## src/rtl/multicycle_control_unit.sv

```systemverilog
// Multicycle RV32I(+M) control FSM: sequences fetch/decode/execute/mem/writeback and
// decodes datapath controls from the current state and the latched instruction register.
module multicycle_control_unit #(
    parameter int unsigned ENABLE_M  = 0,
    parameter int unsigned TRAP_HALT = 1
) (
    input  logic        clk,
    input  logic        rst,
    input  logic [31:0] instr,
    output logic        ifetch_req,
    input  logic        ifetch_ready,
    output logic        dmem_req,
    output logic        dmem_we,
    input  logic        dmem_ready,
    input  logic        branch_taken,
    output logic        muldiv_start,
    input  logic        muldiv_done,
    output logic [2:0]  muldiv_op,
    output logic        pc_write,
    output logic        register_enable_write,
    output logic        alu_src,
    output logic        alu_src_a_pc,
    output logic [3:0]  alu_control,
    output logic [1:0]  wb_select,
    output logic        muldiv_sel,
    output logic [1:0]  next_pc_select,
    output logic [1:0]  memory_size,
    output logic        memory_sign_ext,
    output logic        illegal_instr,
    output logic        retired,
    output logic [2:0]  state
);

    typedef enum logic [2:0] {
        StIdle      = 3'd0,
        StFetch     = 3'd1,
        StDecode    = 3'd2,
        StExecute   = 3'd3,
        StMem       = 3'd4,
        StWriteback = 3'd5,
        StMuldiv    = 3'd6,
        StTrap      = 3'd7
    } state_e;

    localparam logic [6:0]  OpR      = 7'b0110011;
    localparam logic [6:0]  OpImm    = 7'b0010011;
    localparam logic [6:0]  OpLoad   = 7'b0000011;
    localparam logic [6:0]  OpStore  = 7'b0100011;
    localparam logic [6:0]  OpBranch = 7'b1100011;
    localparam logic [6:0]  OpJal    = 7'b1101111;
    localparam logic [6:0]  OpJalr   = 7'b1100111;
    localparam logic [6:0]  OpLui    = 7'b0110111;
    localparam logic [6:0]  OpAuipc  = 7'b0010111;
    localparam logic [31:0] Nop      = 32'h0000_0013;

    state_e      state_q, state_d;
    logic [31:0] ir_q;
    logic        ill_q;
    logic        md_busy_q;

    logic [6:0] opcode;
    logic [2:0] funct3;
    logic [6:0] funct7;
    logic [4:0] rd;
    logic       unused_rs;

    assign opcode    = ir_q[6:0];
    assign funct3    = ir_q[14:12];
    assign funct7    = ir_q[31:25];
    assign rd        = ir_q[11:7];
    assign unused_rs = ^ir_q[24:15];

    logic       legal, is_mop, is_load, is_store, is_branch, is_jal, is_jalr;
    logic [3:0] dec_alu;
    logic       dec_src, dec_apc;
    logic [1:0] dec_wb;

    // alt selects SUB/SRA over ADD/SRL for the same funct3
    function automatic logic [3:0] alu_op(input logic [2:0] f3, input logic alt);
        logic [3:0] op;
        case (f3)
            3'b000:  op = alt ? 4'b0001 : 4'b0000;
            3'b001:  op = 4'b0010;
            3'b010:  op = 4'b0011;
            3'b011:  op = 4'b0100;
            3'b100:  op = 4'b0101;
            3'b101:  op = alt ? 4'b0111 : 4'b0110;
            3'b110:  op = 4'b1000;
            default: op = 4'b1001;
        endcase
        return op;
    endfunction

    always_comb begin
        legal     = 1'b0;
        is_mop    = 1'b0;
        is_load   = 1'b0;
        is_store  = 1'b0;
        is_branch = 1'b0;
        is_jal    = 1'b0;
        is_jalr   = 1'b0;
        dec_alu   = 4'b0000;
        dec_src   = 1'b0;
        dec_apc   = 1'b0;
        dec_wb    = 2'b00;
        case (opcode)
            OpR: begin
                if (funct7 == 7'b0000000) begin
                    legal   = 1'b1;
                    dec_alu = alu_op(funct3, 1'b0);
                end else if (funct7 == 7'b0100000 && (funct3 == 3'b000 || funct3 == 3'b101)) begin
                    legal   = 1'b1;
                    dec_alu = alu_op(funct3, 1'b1);
                end else if (funct7 == 7'b0000001 && ENABLE_M != 0) begin
                    legal  = 1'b1;
                    is_mop = 1'b1;
                end
            end
            OpImm: begin
                dec_src = 1'b1;
                if (funct3 == 3'b001) begin
                    legal = (funct7 == 7'b0000000);
                end else if (funct3 == 3'b101) begin
                    legal = (funct7 == 7'b0000000) || (funct7 == 7'b0100000);
                end else begin
                    legal = 1'b1;
                end
                dec_alu = alu_op(funct3, funct3 == 3'b101 && funct7[5]);
            end
            OpLoad: begin
                legal   = (funct3 != 3'b011) && (funct3[2:1] != 2'b11);
                is_load = 1'b1;
                dec_src = 1'b1;
                dec_wb  = 2'b01;
            end
            OpStore: begin
                legal    = !funct3[2] && (funct3[1:0] != 2'b11);
                is_store = 1'b1;
                dec_src  = 1'b1;
            end
            OpBranch: begin
                legal     = (funct3[2:1] != 2'b01);
                is_branch = 1'b1;
                dec_alu   = 4'b0001;
            end
            OpJal: begin
                legal  = 1'b1;
                is_jal = 1'b1;
                dec_wb = 2'b10;
            end
            OpJalr: begin
                legal   = (funct3 == 3'b000);
                is_jalr = 1'b1;
                dec_src = 1'b1;
                dec_wb  = 2'b10;
            end
            OpLui: begin
                legal  = 1'b1;
                dec_wb = 2'b11;
            end
            OpAuipc: begin
                legal   = 1'b1;
                dec_src = 1'b1;
                dec_apc = 1'b1;
            end
            default: ;
        endcase
    end

    always_comb begin
        state_d = state_q;
        case (state_q)
            StIdle:      state_d = StFetch;
            StFetch:     if (ifetch_ready) state_d = StDecode;
            StDecode: begin
                if (!legal)      state_d = StTrap;
                else if (is_mop) state_d = StMuldiv;
                else             state_d = StExecute;
            end
            StExecute: begin
                if (is_load || is_store) state_d = StMem;
                else if (is_branch)      state_d = StFetch;
                else                     state_d = StWriteback;
            end
            StMem:       if (dmem_ready) state_d = is_load ? StWriteback : StFetch;
            StWriteback: state_d = StFetch;
            StMuldiv:    if (muldiv_done) state_d = StWriteback;
            StTrap:      state_d = (TRAP_HALT != 0) ? StTrap : StFetch;
            default:     state_d = StIdle;
        endcase
    end

    always_ff @(posedge clk) begin
        if (rst) begin
            state_q   <= StIdle;
            ir_q      <= Nop;
            ill_q     <= 1'b0;
            md_busy_q <= 1'b0;
        end else begin
            state_q   <= state_d;
            md_busy_q <= (state_q == StMuldiv);
            if (state_q == StFetch && ifetch_ready) ir_q <= instr;
            if (state_d == StTrap) ill_q <= 1'b1;
        end
    end

    // Branch select and store completion follow the same-cycle handshake inputs.
    always_comb begin
        ifetch_req            = 1'b0;
        dmem_req              = 1'b0;
        dmem_we               = 1'b0;
        muldiv_start          = 1'b0;
        pc_write              = 1'b0;
        register_enable_write = 1'b0;
        retired               = 1'b0;
        muldiv_sel            = 1'b0;
        next_pc_select        = 2'b00;
        alu_control           = dec_alu;
        alu_src               = dec_src;
        alu_src_a_pc          = dec_apc;
        wb_select             = dec_wb;
        muldiv_op             = funct3;
        memory_size           = funct3[1:0];
        memory_sign_ext       = ~funct3[2];
        case (state_q)
            StIdle: begin
                alu_control     = 4'b0000;
                alu_src         = 1'b0;
                alu_src_a_pc    = 1'b0;
                wb_select       = 2'b00;
                muldiv_op       = 3'b000;
                memory_size     = 2'b10;
                memory_sign_ext = 1'b1;
            end
            StFetch: ifetch_req = 1'b1;
            StExecute: begin
                if (is_branch) begin
                    pc_write       = 1'b1;
                    retired        = 1'b1;
                    next_pc_select = {1'b0, branch_taken};
                end
            end
            StMem: begin
                dmem_req = 1'b1;
                dmem_we  = is_store;
                if (is_store && dmem_ready) begin
                    pc_write = 1'b1;
                    retired  = 1'b1;
                end
            end
            StWriteback: begin
                pc_write              = 1'b1;
                retired               = 1'b1;
                register_enable_write = (rd != 5'd0);
                muldiv_sel            = is_mop;
                if (is_jal)       next_pc_select = 2'b10;
                else if (is_jalr) next_pc_select = 2'b11;
            end
            StMuldiv: muldiv_start = !md_busy_q;
            StTrap:   pc_write = (TRAP_HALT == 0);
            default: ;
        endcase
    end

    assign illegal_instr = ill_q;
    assign state         = state_q;

endmodule

```

## config.mk

```make
export PLATFORM = sky130hd
export DESIGN_NAME = multicycle_control_unit
export DESIGN_NICKNAME = d
export VERILOG_FILES = /design/src/rtl/multicycle_control_unit.sv
export SDC_FILE = /design/constraint.sdc
export NUM_CORES = 1
export LEC_CHECK = 0
export CORE_ASPECT_RATIO = 1.75
export CORE_UTILIZATION = 35
export CTS_BUF_LIST = sky130_fd_sc_hd__clkbuf_16
export DETAILED_ROUTE_END_ITERATION = 6
export GPL_TIMING_DRIVEN = 0
export PLACE_DENSITY = 0.7
export SYNTH_ARGS = -nofsm -noshare
export SYNTH_HDL_FRONTEND = slang
export SYNTH_SLANG_ARGS = --single-unit
```

## constraint.sdc

```tcl
create_clock -name clk -period 1.69 [get_ports clk]
set_input_delay 0.338 -clock clk [delete_from_list [all_inputs] [get_ports clk]]
set_output_delay 0.338 -clock clk [all_outputs]
set_load 0.02 [all_outputs]
```

==> results.cfg <==
[finish]
antenna_cells = 0
finish.net_count = 354
stdcell_count = 366
final_core_util = 0.676
area_growth_pct = 84.7
drive_gt1_frac = 0.441

[detailed_routing]
post_drt_via_cell_ratio = 5.21
detail-route-antenna-nets = 0
route.met3.wl_um = 125
m1WireLength_mm = 2.13
wl_mm = 5.51
drtIter0Drc = 33
highest-signal-layer = met4
wl_per_cell_um = 15.1
drt-pass1-iter-count = 4
vias = 1906
drc = 0
wl_met2_mm = 3.08

[logic_synthesis]
syn_avg_cell_area_um2 = 7.14
synth-xor-area-share = 0.00543
synth_compound_area_frac = 0.213
synth_area_leader_cell = dfxtp_1
ys_warn_count = 0
synth-simple-area-share = 0.366
synth-edff-count = 0
synth_area_mm2 = 0.00161
synthTopCellsByCount = nand2_1 (60), a21oi_1 (29), dfxtp_1 (27)
yosysSeqAreaShare = 0.335
synthAdderAreaFrac = 0
syn_inst = 226
ys_ff_latch = 27
synthTopCellsByArea = dfxtp_1 (34%), nand2_1 (14%), a21oi_1 (9.0%)
post-synth-top-count-cell = nand2_1
synth_ff_type = dfxtp_1
synthesis.nets = 264
synthMuxAreaShare = 0.00698
synth_top_family_by_area = simple AND/OR/NAND/NOR gates
synth_cell_types = 45
synth_top_area_frac = 0.335
async_reset_ff_frac = 0

[clock_network]
cts_tree = built
numCtsBuffers = 3
path_clk_slew_ns = 0.07
clock_path_buffers = 2
cts_root_buffer = clkbuf_16
clk_latency_ns = 0.26
cts_sinks = 27
htreeDepth = 1
hold_buffers = 0

[global_routing]
antenna_found_initial = 0
grt_remaining_overflow = 0
grt_pass1_wl_mm = 8.14
grt_usage = 0.223
grt_pass1_vias = 1754
grt_max_degree = 16

[sta]
tns_ns = -5.21
rsz0062_at_grt = yes
fmax_mhz = 455
skew_ns = 0.00397
hold_viol = 0
report.final.setup_viol = 16
fin_crit_sh = 1.30
period_minus_slack_ns = 2.20
tightest_slew_ns = 0.547
relSlewSlack = 0.626
drv_slew = 0
setup_slack_ns = -0.509

[worst_setup_path]
end_kind = output pin
worstSetupPathType = reg -> out
critical_path.top_delay_family = simple AND/OR/NAND/NOR gates
cp-start-kind = register
slowest_delay_ns = 0.34
reg2reg_depth = 12
slowest_stage = or3_4
crit_chain = nor4_4 -> nand2_2 -> mux2_2 -> or3_4 -> a31oi_4 -> buf_6
critPathMaxFanout = 2
worst-path-stages = 6
critical_path_buf_inv_count = 1
critPathArrivalTime_ns = 1.86
required_ns = 1.35

[flow_run]
maxCapViolations = 0

[floorplan]
die_area_mm2 = 0.00489
ios = 66
start_util = 0.366
rows = 32
core_area_mm2 = 0.00440
fp.dieH_um = 91.8
die_w_um = 53.3

[hold_path]
whs_path_depth = 2
holdCritPathClass = reg -> reg

[placement]
portBuffers = 53
place.gp.congestion = 0.851
dp_hpwl_mm = 3.46
dp_cells = 330
dpl_worst_slack_ns = -0.859

[pwr]
p_per_area_mw_per_mm2 = 702
p_leak_nw = 1.15
vdd_ir_drop_max_uv = 735

[outcome]
status = finished with violations
violations = setup timing
==> registers in the layout, indices dropped and copies added (netlist names) <==
| register | cells |
|---|---|
| md_busy_q | 1 |
| illegal_instr | 1 |
| ir_q | 22 |
| state | 3 |
==> metal layers <==
layer	vias to the layer above	track usage
met5	-	0
met4	0	0.105
met3	17	0.0199
met2	53	0.401
met1	877	0.246
li1	959	-
==> final timing paths <==
check        slack (ns)      from        endpoint
max               -0.51  ir_q[25]  alu_control[0]
min                0.45   ir_q[7]         ir_q[7]
max reg2reg       -0.42  ir_q[25]   illegal_instr
min reg2reg        0.45   ir_q[7]         ir_q[7]
==> worst min-delay path, delay by kind of cell, from the launching register on <==
| family | cells | cell delay [ns] |
|---|---|---|
| AO/OA/AOI/OAI | 1 | 0.05 |
| flip-flops | 1 | 0.30 |
| AND/OR/NAND/NOR | 1 | 0.05 |
==> through the flow <==
step	cell area [µm²]	hold slack, ns	total power, mW
2_1_floorplan	1770	0.431	1.07
3_3_place_gp	2360	0.441	1.25
4_1_cts	2780	0.455	1.99
3_5_place_dp	2360	0.445	1.26
6_report	2980	0.451	2.09
5_1_grt	2980	0.469	2.18
==> report_power, final <==
group / internal (mW) / switching [mW]
logic: 0.448 / 0.400
clock network: 0.319 / 0.213
registers: 0.672 / 0.0409
total: 1.44 / 0.653
==> final cells by class <==
class                           count  area [µm²]
Buffer                             18         153
Clock buffer                        3        75.1
Clock inverter                      1        5.00
Fill cell                         346        1430
Inverter                            4        15.0
Multi-Input combinational cell    174        1270
Sequential cell                    27         569
Tap cell                           51        63.8
Timing Repair Buffer               88         828
==> logic make-up after synthesis <==
logic type             after synthesis
AND/OR/NAND/NOR                    115
AO/OA/AOI/OAI                       56
flip-flops                          27
buffers and inverters               25
XOR/XNOR                             1
multiplexers                         1
other                                1
==> layout by cell type (no fill, tap or decap), types with 4 or more instances in the layout <==
cell type	netlist	final
clkbuf_16	0	4
nand2b_1	9	7
nand3b_1	5	5
buf_4	4	39
dfxtp_4	0	6
buf_6	0	22
nand2_2	1	8
clkbuf_2	0	4
nor2_1	9	6
dfxtp_2	0	5
a21oi_1	29	27
nand2_1	60	52
clkdlybuf4s50_1	0	30
dfxtp_1	27	16
==> repair_timing <==
item,CTS,global route
resized for setup,167,48
pin swaps,18,21
setup endpoints to repair,25,41
setup buffers,26,16
Note: power is estimated with default switching activity, not from simulation.
